$ cat src/rtl/rv_sdram_requester_if.sv
// Bus bundle between the softcore memory port, the requester and the SDRAM arbiter.
// Signal names use the requester's point of view (i_ = into requester, o_ = out of it).
interface rv_sdram_requester_if #(
    parameter int unsigned ADDR_WIDTH = 23
) ();
    logic                  i_mem_valid;
    logic [ADDR_WIDTH-1:0] i_mem_addr;
    logic [31:0]           i_mem_wdata;
    logic [3:0]            i_mem_wstrb;
    logic                  o_mem_ready;
    logic [31:0]           o_mem_rdata;

    logic [ADDR_WIDTH-1:0] o_rv_addr;
    logic                  o_rv_word;
    logic [31:0]           o_rv_wdata;
    logic [1:0]            o_rv_ds;
    logic [3:0]            o_rv_wstrb;
    logic                  o_rv_req;
    logic                  i_rv_req_ack;
    logic [15:0]           i_rv_dout;

    modport master (
        input  i_mem_valid, i_mem_addr, i_mem_wdata, i_mem_wstrb,
        output o_mem_ready, o_mem_rdata,
        output o_rv_addr, o_rv_word, o_rv_wdata, o_rv_ds, o_rv_wstrb, o_rv_req,
        input  i_rv_req_ack, i_rv_dout
    );

    modport slave (
        output i_mem_valid, i_mem_addr, i_mem_wdata, i_mem_wstrb,
        input  o_mem_ready, o_mem_rdata,
        input  o_rv_addr, o_rv_word, o_rv_wdata, o_rv_ds, o_rv_wstrb, o_rv_req,
        output i_rv_req_ack, i_rv_dout
    );
endinterface

$ cat src/rtl/rv_sdram_requester.sv
// Splits 32-bit softcore valid/ready transactions into 16-bit toggle-handshake
// requests toward the SDRAM arbiter and reassembles read data.
module rv_sdram_requester #(
    parameter int unsigned TIMEOUT_CYCLES = 1024,
    parameter int unsigned ADDR_WIDTH     = 23
) (
    input  logic                 i_clk,
    input  logic                 i_reset,
    rv_sdram_requester_if.master bus,
    output logic                 o_busy,
    output logic                 o_timeout
);

    typedef enum logic [2:0] {
        SYNC,
        IDLE,
        REQ_LO,
        WAIT_LO,
        REQ_HI,
        WAIT_HI,
        DONE
    } state_t;

    localparam logic [ADDR_WIDTH-1:0] ALIGN_MASK = ~ADDR_WIDTH'(3);

    state_t                r_state;
    state_t                w_state_nxt;

    logic [ADDR_WIDTH-1:0] r_addr;
    logic [31:0]           r_wdata;
    logic [3:0]            r_wstrb;

    logic                  r_rv_req;
    logic [ADDR_WIDTH-1:0] r_rv_addr;
    logic                  r_rv_word;
    logic [31:0]           r_rv_wdata;
    logic [1:0]            r_rv_ds;
    logic [3:0]            r_rv_wstrb;
    logic                  r_mem_ready;
    logic [31:0]           r_mem_rdata;
    logic                  r_timeout;
    logic [15:0]           r_tmo_cnt;

    logic                  w_done;
    logic                  w_is_read;
    logic                  w_need_hi;
    logic                  w_waiting;
    logic                  w_sync;
    logic                  w_accept;
    logic                  w_issue;
    logic                  w_issue_hi;
    logic [1:0]            w_ds;
    logic [3:0]            w_wstrb;
    logic                  w_cap_lo;
    logic                  w_cap_hi;

    assign w_done    = (bus.i_rv_req_ack == r_rv_req);
    assign w_is_read = (r_wstrb == 4'b0000);
    assign w_need_hi = w_is_read || (r_wstrb[3:2] != 2'b00);
    assign w_waiting = (r_state == WAIT_LO) || (r_state == WAIT_HI);

    always_comb begin
        w_state_nxt = r_state;
        w_sync      = 1'b0;
        w_accept    = 1'b0;
        w_issue     = 1'b0;
        w_issue_hi  = 1'b0;
        w_ds        = 2'b00;
        w_wstrb     = 4'b0000;
        w_cap_lo    = 1'b0;
        w_cap_hi    = 1'b0;

        case (r_state)
            SYNC: begin
                w_sync      = 1'b1;
                w_state_nxt = IDLE;
            end
            IDLE: begin
                if (bus.i_mem_valid) begin
                    w_accept = 1'b1;
                    // A write touching only the upper half skips the low request.
                    if ((bus.i_mem_wstrb == 4'b0000) || (bus.i_mem_wstrb[1:0] != 2'b00))
                        w_state_nxt = REQ_LO;
                    else
                        w_state_nxt = REQ_HI;
                end
            end
            REQ_LO: begin
                w_issue     = 1'b1;
                w_ds        = w_is_read ? 2'b11 : r_wstrb[1:0];
                w_wstrb     = {2'b00, r_wstrb[1:0]};
                w_state_nxt = WAIT_LO;
            end
            WAIT_LO: begin
                if (w_done) begin
                    w_cap_lo    = 1'b1;
                    w_state_nxt = w_need_hi ? REQ_HI : DONE;
                end
            end
            REQ_HI: begin
                w_issue     = 1'b1;
                w_issue_hi  = 1'b1;
                w_ds        = w_is_read ? 2'b11 : r_wstrb[3:2];
                w_wstrb     = {r_wstrb[3:2], 2'b00};
                w_state_nxt = WAIT_HI;
            end
            WAIT_HI: begin
                if (w_done) begin
                    w_cap_hi    = 1'b1;
                    w_state_nxt = DONE;
                end
            end
            DONE: begin
                w_state_nxt = IDLE;
            end
            default: begin
                w_state_nxt = SYNC;
            end
        endcase
    end

    always_ff @(posedge i_clk or posedge i_reset) begin
        if (i_reset) begin
            r_state     <= SYNC;
            r_addr      <= '0;
            r_wdata     <= '0;
            r_wstrb     <= '0;
            r_rv_req    <= 1'b0;
            r_rv_addr   <= '0;
            r_rv_word   <= 1'b0;
            r_rv_wdata  <= '0;
            r_rv_ds     <= '0;
            r_rv_wstrb  <= '0;
            r_mem_ready <= 1'b0;
            r_mem_rdata <= '0;
            r_timeout   <= 1'b0;
            r_tmo_cnt   <= '0;
        end else begin
            r_state     <= w_state_nxt;
            r_mem_ready <= (w_state_nxt == DONE);

            // Align our toggle with whatever the arbiter's ack ended up at.
            if (w_sync)
                r_rv_req <= bus.i_rv_req_ack;

            if (w_accept) begin
                r_addr  <= bus.i_mem_addr;
                r_wdata <= bus.i_mem_wdata;
                r_wstrb <= bus.i_mem_wstrb;
            end

            if (w_issue) begin
                r_rv_req   <= ~r_rv_req;
                r_rv_addr  <= r_addr & ALIGN_MASK;
                r_rv_word  <= w_issue_hi;
                r_rv_wdata <= r_wdata;
                r_rv_ds    <= w_ds;
                r_rv_wstrb <= w_wstrb;
                r_tmo_cnt  <= '0;
            end else if (w_waiting && !w_done && (r_tmo_cnt != '1)) begin
                r_tmo_cnt <= r_tmo_cnt + 16'd1;
            end

            // Sticky flag only; the toggle protocol cannot abort an outstanding request.
            if (w_waiting && !w_done && (({16'd0, r_tmo_cnt} + 32'd1) >= TIMEOUT_CYCLES))
                r_timeout <= 1'b1;

            if (w_cap_lo)
                r_mem_rdata[15:0] <= bus.i_rv_dout;
            if (w_cap_hi)
                r_mem_rdata[31:16] <= bus.i_rv_dout;
        end
    end

    assign bus.o_rv_req    = r_rv_req;
    assign bus.o_rv_addr   = r_rv_addr;
    assign bus.o_rv_word   = r_rv_word;
    assign bus.o_rv_wdata  = r_rv_wdata;
    assign bus.o_rv_ds     = r_rv_ds;
    assign bus.o_rv_wstrb  = r_rv_wstrb;
    assign bus.o_mem_ready = r_mem_ready;
    assign bus.o_mem_rdata = r_mem_rdata;
    assign o_busy          = (r_state != IDLE);
    assign o_timeout       = r_timeout;

endmodule

$ cat src/flat_wrapper.sv
// flat-port wrapper written by rule: the top's interface ports become plain ports
module rv_sdram_requester_flat 
#(
    parameter int unsigned TIMEOUT_CYCLES = 1024,
    parameter int unsigned ADDR_WIDTH     = 23
)
  (i_clk, i_reset, o_busy, o_timeout, bus_i_mem_valid, bus_i_mem_addr, bus_i_mem_wdata, bus_i_mem_wstrb, bus_o_mem_ready, bus_o_mem_rdata, bus_o_rv_addr, bus_o_rv_word, bus_o_rv_wdata, bus_o_rv_ds, bus_o_rv_wstrb, bus_o_rv_req, bus_i_rv_req_ack, bus_i_rv_dout);
  rv_sdram_requester_if #(.ADDR_WIDTH(ADDR_WIDTH)) bus_i ();
  input  logic i_clk;
  input  logic i_reset;
  output logic o_busy;
  output logic o_timeout;
  input wire logic [$bits(bus_i.i_mem_valid)-1:0] bus_i_mem_valid;
  input wire logic [$bits(bus_i.i_mem_addr)-1:0] bus_i_mem_addr;
  input wire logic [$bits(bus_i.i_mem_wdata)-1:0] bus_i_mem_wdata;
  input wire logic [$bits(bus_i.i_mem_wstrb)-1:0] bus_i_mem_wstrb;
  output wire logic [$bits(bus_i.o_mem_ready)-1:0] bus_o_mem_ready;
  output wire logic [$bits(bus_i.o_mem_rdata)-1:0] bus_o_mem_rdata;
  output wire logic [$bits(bus_i.o_rv_addr)-1:0] bus_o_rv_addr;
  output wire logic [$bits(bus_i.o_rv_word)-1:0] bus_o_rv_word;
  output wire logic [$bits(bus_i.o_rv_wdata)-1:0] bus_o_rv_wdata;
  output wire logic [$bits(bus_i.o_rv_ds)-1:0] bus_o_rv_ds;
  output wire logic [$bits(bus_i.o_rv_wstrb)-1:0] bus_o_rv_wstrb;
  output wire logic [$bits(bus_i.o_rv_req)-1:0] bus_o_rv_req;
  input wire logic [$bits(bus_i.i_rv_req_ack)-1:0] bus_i_rv_req_ack;
  input wire logic [$bits(bus_i.i_rv_dout)-1:0] bus_i_rv_dout;
  assign bus_i.i_mem_valid = bus_i_mem_valid;
  assign bus_i.i_mem_addr = bus_i_mem_addr;
  assign bus_i.i_mem_wdata = bus_i_mem_wdata;
  assign bus_i.i_mem_wstrb = bus_i_mem_wstrb;
  assign bus_o_mem_ready = bus_i.o_mem_ready;
  assign bus_o_mem_rdata = bus_i.o_mem_rdata;
  assign bus_o_rv_addr = bus_i.o_rv_addr;
  assign bus_o_rv_word = bus_i.o_rv_word;
  assign bus_o_rv_wdata = bus_i.o_rv_wdata;
  assign bus_o_rv_ds = bus_i.o_rv_ds;
  assign bus_o_rv_wstrb = bus_i.o_rv_wstrb;
  assign bus_o_rv_req = bus_i.o_rv_req;
  assign bus_i.i_rv_req_ack = bus_i_rv_req_ack;
  assign bus_i.i_rv_dout = bus_i_rv_dout;
  rv_sdram_requester #(.TIMEOUT_CYCLES(TIMEOUT_CYCLES), .ADDR_WIDTH(ADDR_WIDTH)) u_core (.i_clk(i_clk), .i_reset(i_reset), .bus(bus_i), .o_busy(o_busy), .o_timeout(o_timeout));
endmodule
$ cat config.mk
export PLATFORM = sky130hd
export DESIGN_NAME = rv_sdram_requester_flat
export DESIGN_NICKNAME = d
export VERILOG_FILES = /design/src/rtl/rv_sdram_requester_if.sv /design/src/rtl/rv_sdram_requester.sv /design/src/flat_wrapper.sv
export SDC_FILE = /design/constraint.sdc
export NUM_CORES = 1
export LEC_CHECK = 0
export ABC_AREA = 1
export CAP_MARGIN = 30
export CORE_MARGIN = 3
export CORE_UTILIZATION = 38
export CTS_BUF_LIST = sky130_fd_sc_hd__clkbuf_16
export CTS_CLUSTER_SIZE = 12
export DETAILED_ROUTE_END_ITERATION = 12
export GPL_ROUTABILITY_DRIVEN = 1
export HOLD_SLACK_MARGIN = 0.05
export PLACE_DENSITY = 0.67
export SLEW_MARGIN = 25
export SYNTH_ARGS = -nofsm -noshare
export SYNTH_HDL_FRONTEND = slang
export SYNTH_SLANG_ARGS = --single-unit
$ cat constraint.sdc
create_clock -name i_clk -period 5.3 [get_ports i_clk]
set_input_delay 0.795 -clock i_clk [delete_from_list [all_inputs] [get_ports i_clk]]
set_output_delay 0.795 -clock i_clk [all_outputs]
set_load 0.02 [all_outputs]
==> results of run 1 <==
## tightest hold or removal path: cells and delay by family, from the launching register on
kind	cells	cell delay, ps
flip-flops	1	340
AND/OR/NAND/NOR	2	100
## state kept, by name, indices dropped and copies added (netlist names)
name,count
u_core.r_wstrb,4
u_core.r_wdata,32
u_core.bus.o_rv_wdata,32
u_core.bus.o_rv_word,1
u_core.r_addr,21
u_core.bus.o_rv_addr,21
u_core.bus.o_rv_ds,2
u_core.bus.o_mem_ready,1
u_core.bus.o_rv_wstrb,4
u_core.bus.o_mem_rdata,32
u_core.o_timeout,1
u_core.r_tmo_cnt,16
u_core.bus.o_rv_req,1
u_core.r_state,3
## stage by stage
step	cell area [µm²]	worst slack [ps]	power, mW	utilization, %
6_report	9427	2649	5.552	53.75
5_1_grt	9427	2519	5.962	53.75
4_1_cts	9427	2630	5.630	53.75
3_5_place_dp	8841	2484	4.366	50.41
3_3_place_gp	8813	2513	4.299	50.26
2_1_floorplan	6925	2322	3.381	-
## power by group
part / switching, mW / total (mW) / internal (mW)
combinational: 1.29 / 2.19 / 0.892
clock: 0.542 / 1.24 / 0.703
sequential: 0.284 / 2.12 / 1.84
## kinds of logic (layout without fill, tap and decap cells)
group	after synthesis	in the layout	synth area share, %
and+or+nand+nor	479	479	27.36
xor gates and xnor gates	5	5	0.6330
AOI/OAI and AO/OA	65	65	5.046
DFF	171	171	61.86
other	1	2	0.05421
buffers and inverters	79	255	4.865
adders and majority gates	1	1	0.1808
## cell type report
| cell class | count | area [µm²] | share of cell area (%) |
|---|---|---|---|
| clock buffers | 17 | 425.4 | 4.513 |
| flip-flops and latches | 171 | 4279 | 45.39 |
| multi-input cells | 552 | 2308 | 24.49 |
| clock inverters | 15 | 160.2 | 1.699 |
| well taps | 225 | 281.5 | 2.986 |
| repair buffers | 178 | 1799 | 19.09 |
| inverters | 45 | 172.7 | 1.832 |
## per-layer routing
layer  up-vias  GRT usage, %
met4         0         4.233
met3        11         5.122
met2       141         27.29
met5         -             0
li1       2802             -
met1      2531         23.35
## layout by cell type, fill, tap and decap left out, drive strengths merged
master / netlist / routed
a21oi: 3 / 3
and2: 1 / 1
and3: 1 / 1
buf: 18 / 6
bufinv: 0 / 2
clkbuf: 16 / 17
clkdlybuf4s50: 0 / 172
clkinv: 0 / 4
clkinvlp: 0 / 4
conb: 1 / 2
dfrtp: 171 / 171
ha: 1 / 1
inv: 45 / 50
nand2: 417 / 417
nand3: 24 / 24
nand3b: 2 / 2
nand4: 6 / 6
nor2: 26 / 26
nor3: 2 / 2
o21ai: 51 / 51
o21bai: 4 / 4
o221ai: 1 / 1
o22ai: 4 / 4
o31ai: 2 / 2
xnor2: 4 / 4
xor2: 1 / 1
## worst paths after layout
path / startpoint / depth (start not counted) / end / slack, ps
setup / recovery: u_core.r_state[1]$_DFF_PP0_ / 3 / o_busy / 2650
setup reg to reg: u_core.r_state[2]$_DFF_PP0_ / 7 / u_core.r_tmo_cnt[15]$_DFFE_PP0P_ / 3070
min in group asynchronous: i_reset / 3 / u_core.r_tmo_cnt[10]$_DFFE_PP0P_ / 950
hold / removal: u_core.r_addr[3]$_DFFE_PP0P_ / 2 / u_core.bus.o_rv_addr[3]$_DFFE_PP0N_ / 460
max in group asynchronous: i_reset / 3 / u_core.r_wdata[30]$_DFFE_PP0P_ / 3580
hold reg to reg: u_core.r_addr[3]$_DFFE_PP0P_ / 2 / u_core.bus.o_rv_addr[3]$_DFFE_PP0N_ / 460
## synth_stat cells, types with 2 or more instances
cell and count:
nand3_1 23, nand2_1 414, o21ai_0 51, nor2_1 21, a21oi_1 3, inv_1 41
nand3b_1 2, nand4_1 6, clkbuf_1 16, inv_2 4, o31ai_1 2, nor3_1 2
xnor2_1 4, nor2_2 4, o22ai_1 4, nand2_2 2, buf_2 11, buf_4 5
o21bai_1 4, dfrtp_1 171
==> summary.md, run 1 <==
| Metric | Value |
|---|---|
| CTS tree | `built` |
| CTS buffer count | `17` |
| Starting Density | `39.45%` |
| Number of global-route vias before repair | `5463` |
| Ant diodes | `0` |
| Power Density | `589.0 mW/mm²` |
| RSZ-0062 raised after global routing | `false` |
| Number of fillers in the final layout | `1662` |
| DRC violations left | `0` |
| CP top delay family | `buffers and inverters` |
| IO Pins | `177` |
| VDD IR-drop max | `0.3127 mV` |
| Fin crit share | `50.01%` |
| Global route overflow | `0` |
| Hold Fails Final Rpt | `0` |
| Per-cell routed wire length | `13.72 µm` |
| DP HPWL | `10540 µm` |
| Maxcap violations | `0` |
| CP Max Fanout | `5` |
| WP data required | `4510 ps` |
| First-pass GRT wire length | `27670 µm` |
| Yosys cell types | `31` |
| DR WL met3 | `990 µm` |
| Synth area leader | `dfrtp_1` |
| Layout Area Growth over Synthesis | `36.26%` |
| Ys async rst share | `100.0%` |
| Initial drt markers | `246` |
| Top routing layer used | `met4` |
| Post-Syn Area | `0.006918 mm²` |
| Final min period | `2651 ps` |
| Setup TNS | `0 ps` |
| Clock Path Buffers | `2` |
| FF+latch count, synth | `171` |
| Top cells by area, synth | `dfrtp_1 62%, nand2_1 22%, o21ai_0 3.7%, inv_1 2.2%, nand3_1 1.7%` |
| Area of the die | `0.01986 mm²` |
| Core box area | `0.01754 mm²` |
| Initial antenna violation count | `0` |
| Crit path buffers/inverters | `1` |
| CP max stage cell | `clkdlybuf4s50_1` |
| F_max | `377.3 MHz` |
| Hold Path Class | `reg -> reg` |
| WHS | `462.4 ps` |
| Status | `completed` |
| Synth warn | `0` |
| Clk root buf | `clkbuf_16` |
| Post-cts sizing count | `0` |
| Die span in y | `140.9 µm` |
| Post-DRT Antenna Nets | `0` |
| Postcts setup bufs | `0` |
| Syn avg cell area | `8.637 µm²` |
| Nets | `1045` |
| Final setup violating endpoints | `0` |
| Total routed wirelength | `16510 µm` |
| Critical Path Start Type | `register` |
| Std cell rows | `48` |
| Clock H-tree levels | `4` |
| Gpl congestion | `0.8520` |
| Number of enable flip-flop cells after synthesis | `0` |
| Port Buffers | `172` |
| Worst Path Arrival | `1860 ps` |
| DR vias/cell | `4.559` |
| Worst skew pair latency | `420 ps` |
| Cell total after placement | `1171` |
| Crit Path Class | `reg -> out` |
| Post-synthesis sequential area ratio | `61.86%` |
| CTS clk-pin slew, worst paths | `70 ps` |
| P_leak | `4.660 nW` |
| Crit-path cells | `nor2_1, nand2_1, clkdlybuf4s50_1` |
| CTS Hold Bufs | `0` |
| Clk_skew | `18.84 ps` |
| Slew HR | `35.36%` |
| # clock sinks | `171` |
| Cell count after synthesis | `801` |
| Ys flop type | `dfrtp_1` |
| Total GRT Usage | `17.20%` |
| Drt pass-1 iters | `6` |
| Max incr delay on CP | `590 ps` |
| Vias | `5485` |
| Least-Margin Pin Slew | `969.5 ps` |
| Slew Viols, Final | `0` |
| Met1 Routed Length | `7601 µm` |
| Type of destination of the critical path | `primary output` |
| Share of layout cells above drive strength 1 | `5.419%` |
| Post-Layout Cell Count | `1203` |
| Largest net degree at the start of global routing | `172` |
| Top-area cell type share of the netlist area | `61.86%` |
| WL met2 | `7775 µm` |
| Die W | `140.9 µm` |
Note: power is estimated with default switching activity, not from simulation.
==> run 2, diff against run 1 <==
clock period = 2.3 ns   (was 5.3 ns; I/O delays follow)
==> summary.md, run 2 (same netlist as run 1, synthesis figures left out) <==
| Metric | Value |
|---|---|
| Status | `completed` |
| Drt pass-1 iters | `4 (-2)` |
| Hold Fails Final Rpt | `0 (unchanged)` |
| Area post-placement | `0.008931 mm² (+1.0%)` |
| Global route overflow | `0 (unchanged)` |
| Post-cts sizing count | `0 (unchanged)` |
| First-pass GRT wire length | `27260 µm (-1.5%)` |
| Share of layout cells above drive strength 1 | `6.187% (+0.77 points)` |
| Hold Path Class | `in -> async` |
| Post-DRT Antenna Nets | `0 (unchanged)` |
| Worst skew pair latency | `420 ps (about the same)` |
| VDD IR-drop max | `0.6378 mV (+100%)` |
| CP Max Fanout | `5 (unchanged)` |
| Worst Path Arrival | `1830 ps (-30 ps)` |
| Multi-input logic area | `0.002308 mm² (unchanged)` |
| Fin crit share | `94.60%` |
| CP top delay family | `buffers and inverters` |
| Most common cell after layout, fill and taps aside | `nand2_1` |
| Final min period | `2176 ps` |
| DR vias/cell | `4.550 (-0.21%)` |
| Nets | `1053 (+0.77%)` |
| F_max | `459.6 MHz` |
| Ant diodes | `0 (unchanged)` |
| Crit-path cells | `nor2_1, nand2_1, clkdlybuf4s50_1` |
| Total routed wirelength | `16470 µm (-0.28%)` |
| Starting Density | `39.45% (unchanged)` |
| Type of destination of the critical path | `primary output` |
| Least-Margin Pin Slew | `586.7 ps (-382.9 ps)` |
| Port Buffers | `172 (unchanged)` |
| CTS Hold Bufs | `0 (unchanged)` |
| Final setup violating endpoints | `0 (unchanged)` |
| Slew Viols, Final | `0 (unchanged)` |
| Total GRT Usage | `17.01% (-0.19 points)` |
| Clk_skew | `8.708 ps (-10.13 ps)` |
| WP data required | `1960 ps (-2550 ps)` |
| Clock H-tree levels | `4 (unchanged)` |
| DRC violations left | `0 (unchanged)` |
| Die W | `140.9 µm (unchanged)` |
| Power Density | `1352 mW/mm² (+130%)` |
| Crit Path Class | `reg -> out` |
| Post-route cell area | `0.009533 mm² (+1.1%)` |
| Number of global-route vias before repair | `5286 (-3.2%)` |
| CP max stage cell | `clkdlybuf4s50_1` |
| CTS tree | `built` |
| Vias | `5510 (+0.46%)` |
| Maxcap violations | `0 (unchanged)` |
| Clk root buf | `clkbuf_16` |
| Largest net degree at the start of global routing | `61 (-65%)` |
| Highest-count cells in the layout ignoring fill and taps | `413 x nand2_1, 172 x clkdlybuf4s50_1, 171 x dfrtp_1, 51 x o21ai_0, 40 x inv_1` |
| Core box area | `0.01754 mm² (unchanged)` |
| Initial antenna violation count | `0 (unchanged)` |
| Die span in y | `140.9 µm (unchanged)` |
| P_leak | `4.714 nW (+1.2%)` |
| Gpl congestion | `0.8020 (-5.9%)` |
| Area of the die | `0.01986 mm² (unchanged)` |
| WHS | `278.0 ps (-184.4 ps)` |
| Critical Path Start Type | `register` |
| Crit path buffers/inverters | `1 (unchanged)` |
| Clock Path Buffers | `2 (unchanged)` |
| Layout Area Growth over Synthesis | `37.80%` |
| Initial drt markers | `321 (+30%)` |
| Slew HR | `60.89% (+26 points)` |
| Postcts setup bufs | `0 (unchanged)` |
| Std cell rows | `48 (unchanged)` |
| IO Pins | `177 (unchanged)` |
| CTS buffer count | `17 (unchanged)` |
| Max incr delay on CP | `580 ps (about the same)` |
| DP HPWL | `11080 µm (+5.2%)` |
| CTS clk-pin slew, worst paths | `70 ps (about the same)` |
| RSZ-0062 raised after global routing | `false` |
| Per-cell routed wire length | `13.60 µm (-0.94%)` |
| Number of fillers in the final layout | `1655 (-0.42%)` |
| # clock sinks | `171 (unchanged)` |
| FF+latch area | `0.004279 mm² (unchanged)` |
## run 2: cell count changes in the layout (fill, tap and decap cells not counted), sizes merged
cell      change
clkinv        +1
inv           +2
buf           +8
clkinvlp      -2
bufinv        -1
## run 2: path summary, 6_finish.rpt
path	endpoint	slack [ps]	cells after the start	startpoint
setup reg to reg	u_core.r_tmo_cnt[4]$_DFFE_PP0P_	520	11	u_core.r_tmo_cnt[1]$_DFFE_PP0P_
max in group asynchronous	u_core.bus.o_mem_rdata[12]$_DFFE_PP0P_	1410	3	i_reset
hold / removal	u_core.bus.o_rv_wstrb[3]$_DFFE_PP0N_	280	2	i_reset
min in group i_clk	u_core.r_wdata[10]$_DFFE_PP0P_	450	3	bus_i_mem_wdata[10]
hold reg to reg	u_core.r_addr[18]$_DFFE_PP0P_	470	2	u_core.r_addr[18]$_DFFE_PP0P_
setup / recovery	o_busy	120	3	u_core.r_state[1]$_DFF_PP0_
## run 2: layout make-up
class,count,share of cell area (%)
tap,225,2.953
timing repair buffer,186,19.82
clock buffer,17,4.463
clock inverter,15,1.851
multi-input combinational,552,24.22
inverter,45,1.811
sequential,171,44.89
## run 2: worst reg2reg max path, cell delays in order, from the launching register on
cell      delay, ps
dfrtp_1         380
ha_1            210
inv_1            70
nor2_2          200
nand2_2         120
nor2_2          110
nand3_2         100
nand2_4         110
buf_4           180
o21bai_1         80
nand2_1          60
nor2_1           40
## run 2: power by group
part | switching, mW | internal (mW) | total, mW | leakage (nW)
Clock | 1.33 | 1.56 | 2.89 | 0.292
Combinational | 2.97 | 2.13 | 5.10 | 2.24
Sequential | 0.658 | 4.24 | 4.90 | 2.18
Total | 4.97 | 7.92 | 12.9 | 4.71
## run 2: per-layer routing
metal	wire length [µm]	vias to the layer above	part of all wire [%]	global-route usage, %
met3	1033	11	6.3	5.427
met4	184	0	1.1	4.437
met5	0	-	0	0
met2	7740	129	47	26.54
li1	-	2823	-	-
met1	7506	2547	46	23.16
## run 2: stage by stage
step                setup WS [ps]  util, %  setup TNS [ps]  total power [mW]  cells
finish                      124.3    54.36               0             12.89   1211
CTS                         96.52    54.36               0             13.10   1211
detailed placement          298.6    50.93               0             10.14   1179
global placement            320.5    50.93               0             10.00   1179
floorplan                  -227.7        -          -38940             7.791    802
global route                28.26    54.36               0             13.82   1211
